**config.mk**
```make
export PLATFORM = sky130hd
export DESIGN_NAME = uart_rx
export DESIGN_NICKNAME = d
export VERILOG_FILES = /design/src/rtl/uart_pkg.sv /design/src/rtl/uart_rx_sync.sv /design/src/rtl/uart_rx.sv
export SDC_FILE = /design/constraint.sdc
export NUM_CORES = 1
export LEC_CHECK = 0
export ABC_CLOCK_PERIOD_IN_PS = 2800
export BUFFER_PORTS_ARGS = -buffer_cell sky130_fd_sc_hd__buf_2
export CAP_MARGIN = 5
export CORE_AREA = 2 2 86 67
export DETAILED_ROUTE_END_ITERATION = 8
export DIE_AREA = 0 0 88 69
export PLACE_DENSITY = 0.45
export SYNTH_ARGS = -nofsm -noshare
export SYNTH_HDL_FRONTEND = slang
export SYNTH_HIERARCHICAL = 1
export SYNTH_SLANG_ARGS = --single-unit
```
**constraint.sdc**
```tcl
create_clock -name clk -period 2.8 [get_ports clk]
set_input_delay 0.56 -clock clk [delete_from_list [all_inputs] [get_ports clk]]
set_output_delay 0.56 -clock clk [all_outputs]
set_load 0.005 [all_outputs]
```
**src/rtl/uart_pkg.sv**
```systemverilog
// Shared UART definitions: FSM encodings, frame geometry and default bit timing.
// Imported by both the receiver and the transmitter.
package uart_pkg;

  localparam int DATA_BITS        = 8;
  localparam int CLKS_PER_BIT_DEF = 16;

  localparam logic [1:0] ST_IDLE  = 2'd0;
  localparam logic [1:0] ST_START = 2'd1;
  localparam logic [1:0] ST_DATA  = 2'd2;
  localparam logic [1:0] ST_STOP  = 2'd3;

endpackage

```
**src/rtl/uart_rx_sync.sv**
```systemverilog
// Multi-flop synchroniser for the asynchronous serial pin, plus one history flop
// so the receiver can detect a high-to-low transition of the synchronised line.
module uart_rx_sync #(
  parameter int SYNC_STAGES = 2
) (
  input  logic clk,
  input  logic clr,
  input  logic rx_in,
  output logic rx_s,
  output logic fall_edge
);

  logic [SYNC_STAGES-1:0] sync_q, sync_d;
  logic                   rx_prev_q, rx_prev_d;

  always_comb begin
    sync_d    = {sync_q[SYNC_STAGES-2:0], rx_in};
    rx_prev_d = sync_q[SYNC_STAGES-1];
  end

  // Reset to 1 so a reset with the line idle never looks like a start edge.
  always_ff @(posedge clk) begin
    // NOTE: non-blocking assignments so every flop samples the pre-edge value.
    if (clr) begin
      sync_q    <= '1;
      rx_prev_q <= 1'b1;
    end else begin
      sync_q    <= sync_d;
      rx_prev_q <= rx_prev_d;
    end
  end

  assign rx_s      = sync_q[SYNC_STAGES-1];
  assign fall_edge = ~sync_q[SYNC_STAGES-1] & rx_prev_q;

endmodule

```
**src/rtl/uart_rx.sv**
```systemverilog
// 8N1 UART receiver: mid-bit sampling FSM feeding a host-side data register with
// full, framing-error and overrun flags, consumed by a one-cycle read strobe.
module uart_rx
  import uart_pkg::*;
#(
  parameter int CLKS_PER_BIT = CLKS_PER_BIT_DEF,
  parameter int SYNC_STAGES  = 2
) (
  input  logic                 clk,
  input  logic                 clr,
  input  logic                 rxD,
  input  logic                 rd,
  output logic [DATA_BITS-1:0] rx_data,
  output logic                 rdrf,
  output logic                 fe,
  output logic                 oe
);

  localparam int               CNT_W     = $clog2(CLKS_PER_BIT);
  localparam logic [CNT_W-1:0] HALF_LAST = CNT_W'(CLKS_PER_BIT / 2 - 1);
  localparam logic [CNT_W-1:0] BIT_LAST  = CNT_W'(CLKS_PER_BIT - 1);
  localparam logic [2:0]       IDX_LAST  = 3'(DATA_BITS - 1);

  logic rx_s, fall_edge;

  logic [1:0]           state_q,   state_d;
  logic [CNT_W-1:0]     cnt_q,     cnt_d;
  logic [2:0]           bit_idx_q, bit_idx_d;
  logic [DATA_BITS-1:0] shift_q,   shift_d;
  logic                 stop_q,    stop_d;
  logic                 done_q,    done_d;
  logic [DATA_BITS-1:0] rx_data_q, rx_data_d;
  logic                 rdrf_q,    rdrf_d;
  logic                 fe_q,      fe_d;
  logic                 oe_q,      oe_d;

  uart_rx_sync #(.SYNC_STAGES(SYNC_STAGES)) u_sync (
    .clk       (clk),
    .clr       (clr),
    .rx_in     (rxD),
    .rx_s      (rx_s),
    .fall_edge (fall_edge)
  );

  always_comb begin
    // NOTE: every variable gets a default first, so no path can infer a latch.
    state_d   = state_q;
    cnt_d     = cnt_q;
    bit_idx_d = bit_idx_q;
    shift_d   = shift_q;
    stop_d    = stop_q;
    done_d    = 1'b0;
    rx_data_d = rx_data_q;
    rdrf_d    = rdrf_q;
    fe_d      = fe_q;
    oe_d      = oe_q;

    case (state_q)
      ST_IDLE: begin
        if (fall_edge) begin
          state_d = ST_START;
          cnt_d   = '0;
        end
      end
      ST_START: begin
        if (cnt_q == HALF_LAST) begin
          cnt_d = '0;
          if (rx_s) begin
            state_d = ST_IDLE;
          end else begin
            state_d   = ST_DATA;
            bit_idx_d = '0;
          end
        end else begin
          cnt_d = cnt_q + 1'b1;
        end
      end
      ST_DATA: begin
        if (cnt_q == BIT_LAST) begin
          cnt_d            = '0;
          shift_d[bit_idx_q] = rx_s;
          if (bit_idx_q == IDX_LAST) state_d = ST_STOP;
          else                       bit_idx_d = bit_idx_q + 1'b1;
        end else begin
          cnt_d = cnt_q + 1'b1;
        end
      end
      ST_STOP: begin
        if (cnt_q == BIT_LAST) begin
          cnt_d   = '0;
          stop_d  = rx_s;
          done_d  = 1'b1;
          state_d = ST_IDLE;
        end else begin
          cnt_d = cnt_q + 1'b1;
        end
      end
      default: state_d = ST_IDLE;
    endcase

    // A completing frame takes priority over a plain read.
    if (done_q) begin
      if (!rdrf_q || rd) begin
        rx_data_d = shift_q;
        rdrf_d    = 1'b1;
        fe_d      = ~stop_q;
        if (rd) oe_d = 1'b0;
      end else begin
        oe_d = 1'b1;
      end
    end else if (rd && rdrf_q) begin
      rdrf_d = 1'b0;
      fe_d   = 1'b0;
      oe_d   = 1'b0;
    end
  end

  always_ff @(posedge clk) begin
    if (clr) begin
      state_q   <= ST_IDLE;
      cnt_q     <= '0;
      bit_idx_q <= '0;
      shift_q   <= '0;
      stop_q    <= 1'b0;
      done_q    <= 1'b0;
      rx_data_q <= '0;
      rdrf_q    <= 1'b0;
      fe_q      <= 1'b0;
      oe_q      <= 1'b0;
    end else begin
      state_q   <= state_d;
      cnt_q     <= cnt_d;
      bit_idx_q <= bit_idx_d;
      shift_q   <= shift_d;
      stop_q    <= stop_d;
      done_q    <= done_d;
      rx_data_q <= rx_data_d;
      rdrf_q    <= rdrf_d;
      fe_q      <= fe_d;
      oe_q      <= oe_d;
    end
  end

  assign rx_data = rx_data_q;
  assign rdrf    = rdrf_q;
  assign fe      = fe_q;
  assign oe      = oe_q;

endmodule

```
==> results.py <==
metrics = {
    "status": {
        "run_status": "finished clean",
    },
    "logic_synthesis": {
        "avgSynthCellArea_sq_um": 8.82,
        "netlist_instances": 172,
        "synth-xor-area-share": 0.0173,
        "synth-seq-cells": 33,
        "synth_top_family_by_area": "simple AND/OR/NAND/NOR gates",
        "synth_flop_cell": "dfxtp_1",
        "synth-adder-area-share": 0.0247,
        "syn_area_sq_mm": 0.00152,
        "yosys_warnings": 6,
        "synthMuxAreaShare": 0.0264,
        "synth_compound_area_frac": 0.208,
        "synth-edff-count": 0,
        "synthDistinctLibCells": 38,
        "synth-simple-area-share": 0.220,
        "syn_nets": 179,
        "yosysSeqAreaShare": 0.435,
        "async_reset_ff_frac": 0,
    },
    "routing": {
        "drc": 0,
        "dr.pass1.iters": 4,
        "dr.max_layer_used": "met4",
        "dr_wl_met3_um": 131,
        "met1_length_um": 1630,
        "wl_met2_um": 1430,
        "drt-wirelength-per-cell_um": 12.7,
        "routed_wl_um": 3230,
        "num_vias": 1233,
        "ant_nets": 0,
        "viasPerCell": 4.85,
        "drt_iter0_markers": 86,
    },
    "global_routing": {
        "overflow": 0,
        "antenna_found_initial": 0,
        "grt_pass1_wl_um": 5460,
        "grt_max_degree": 36,
        "grt_pass1_vias": 1129,
        "grt_usage": 0.115,
    },
    "placed_design": {
        "dp_hpwl_um": 2190,
        "portBuffers": 14,
        "gp_congestion": 0.740,
        "dp_slack_ps": 1170,
    },
    "worst_setup_path": {
        "crit_path_end_kind": "register",
        "max_stage_delay_ps": 530,
        "start_kind": "register",
        "critPathMaxFanout": 14,
        "reg2reg_depth": 4,
        "path_class": "register to register",
        "cp_num_buf_inv": 0,
        "cp_data_required_time_ps": 2940,
        "timing.rr.end": "shift_q[5]$_SDFFE_PP0P_",
        "cp.arrival_ps": 1790,
        "r2r_start": "cnt_q[0]$_SDFFE_PP0P_",
        "critPathTopFamily": "simple AND/OR/NAND/NOR gates",
        "path_cells": "ha_1 > and4_1 > a31o_2 > a21oi_1",
        "reg2reg_slack_ps": 1150,
        "crit_slowest_cell": "and4_1",
    },
    "power_and_ir_drop": {
        "power_density_mw_per_mm2": 498,
        "comb_power_share": 0.025,
        "p_sw_frac": 0.223,
        "clkPwrFrac": 0.404,
        "vdd_drop_max_mv": 0.210,
        "power_switching_uw": 187,
        "p_int_uw": 653,
        "p_leak_nw": 0.619,
        "seqPwrFrac": 0.572,
    },
    "layout": {
        "antenna_cells": 0,
        "multiInputGateArea_sq_um": 753,
        "fin_nets": 185,
        "syn2layout_area_growth_pct": 11.1,
        "drive_gt1_frac": 0.151,
        "mostFrequentLayoutCell": "dfxtp_1",
        "layout_common_cells": "dfxtp_1, a21oi_1, o21ai_0, buf_2, nand3_1",
        "seqCellArea_sq_um": 661,
        "fillers": 536,
        "final_util": 0.324,
    },
    "floorplan": {
        "fp-row-count": 23,
        "die-area_sq_mm": 0.00607,
        "die_width_um": 88,
        "coreArea_sq_mm": 0.00521,
        "ios": 15,
        "chipHeight_um": 69,
        "initial_core_util": 0.291,
    },
    "clock_tree": {
        "postCtsSetupBuffers": 0,
        "cts.htree.levels": 2,
        "path_clk_slew_ps": 70,
        "cts_tree": "built",
        "ctsResizeCount": 0,
        "insertion_delay_ps": 280,
        "cts_buffer_depth": 2,
        "ctsHoldBuffers": 0,
        "ctsRootBufferMaster": "clkbuf_8",
        "numCtsBuffers": 5,
        "cts.sinks": 33,
    },
    "min_path": {
        "holdCritPathClass": "register to register",
        "hold_start": "u_sync/sync_q[0]$_SDFF_PP1_",
        "hold_end": "u_sync/sync_q[1]$_SDFF_PP1_",
        "min_path_cells": 1,
    },
    "timing": {
        "drv_slew": 0,
        "hold_viol": 0,
        "setup_ws_ps": 1150,
        "worstMarginPinSlew_ps": 652,
        "layout_min_cycle_time_ps": 1650,
        "tns_ps": 0,
        "fin_crit_sh": 0.589,
        "finalSetupViolations": 0,
        "max_clock_freq_mhz": 606,
        "slew_headroom": 0.565,
        "hold_ws_ps": 412,
        "finalClockSkew_ps": 4.64,
        "rsz0062_at_grt": "false",
    },
    "flow_run": {
        "cap_violations": 0,
    },
}
-- layout make-up --
class,instances,share of cell area
multi-input combinational,117,0.447
timing repair buffer,14,0.0415
sequential,33,0.392
tap,75,0.0556
inverter,7,0.0156
clock inverter,2,0.00593
clock buffer,6,0.0430
-- synthesized netlist by cell type, types with 3 or more instances --
library cell,n,area share
a21oi_1,23,0.076
a31o_2,3,0.017
buf_2,5,0.016
clkbuf_1,8,0.020
dfxtp_1,33,0.44
ha_1,3,0.025
inv_1,7,0.017
mux2i_1,4,0.026
nand2_1,6,0.015
nand2b_1,4,0.016
nand3_1,13,0.043
nand3b_1,3,0.015
nand4_1,6,0.025
nor2_1,4,0.0099
nor3b_1,3,0.015
o21ai_0,14,0.046
or2_1,4,0.016
xor2_1,3,0.017
-- kinds of logic (layout without fill, tap and decap cells) --
kind of cell / Yosys count / count (layout)
AOI/OAI and AO/OA: 51 / 51
xor gates and xnor gates: 3 / 3
adders and majority gates: 3 / 3
buffers and inverters: 22 / 29
DFF: 33 / 33
muxes: 4 / 4
and+or+nand+nor: 56 / 56
-- flip-flops by register name, indices dropped and copies added (netlist names), named ones only --
name / count
oe: 1
stop_q: 1
rdrf: 1
state_q: 1
rx_data: 8
u_sync/sync_q: 2
bit_idx_q: 3
shift_q: 8
done_q: 1
cnt_q: 4
fe: 1
u_sync/rx_prev_q: 1
-- power groups by stage --
stage | clock network (mW) | logic (mW) | registers, mW
finish | 0.339 | 0.0207 | 0.480
global route | 0.378 | 0.0235 | 0.481
CTS | 0.353 | 0.0208 | 0.480
detailed placement | 0 | 0.0207 | 0.491
global placement | 0 | 0.0203 | 0.491
floorplan | 0 | 0.0200 | 0.485
-- layer usage --
layer / up-vias / track usage
li1: 630 / -
met1: 574 / 0.158
met2: 25 / 0.161
met3: 4 / 0.0431
met4: 0 / 0.0444
met5: - / 0
-- how the worst max path moves through the flow --
stage,from,to,slack (ps),depth (start not counted)
final,cnt_q[0]$_SDFFE_PP0P_,shift_q[5]$_SDFFE_PP0P_,1150,4
after global routing,cnt_q[0]$_SDFFE_PP0P_,shift_q[7]$_SDFFE_PP0P_,950,4
after CTS,cnt_q[0]$_SDFFE_PP0P_,shift_q[5]$_SDFFE_PP0P_,1160,4
after detailed placement,cnt_q[0]$_SDFFE_PP0P_,shift_q[5]$_SDFFE_PP0P_,1170,4
after global placement,cnt_q[0]$_SDFFE_PP0P_,shift_q[1]$_SDFFE_PP0P_,1220,4
after floorplan,cnt_q[0]$_SDFFE_PP0P_,shift_q[4]$_SDFFE_PP0P_,1420,6
-- stage by stage --
step,instances,instance area (sq um),power [mW]
finish,254,1690,0.840
global route,254,1690,0.882
CTS,254,1690,0.853
detailed placement,246,1600,0.511
global placement,246,1600,0.511
floorplan,172,1520,0.505
No activity file was read; power rests on OpenSTA's default activity.
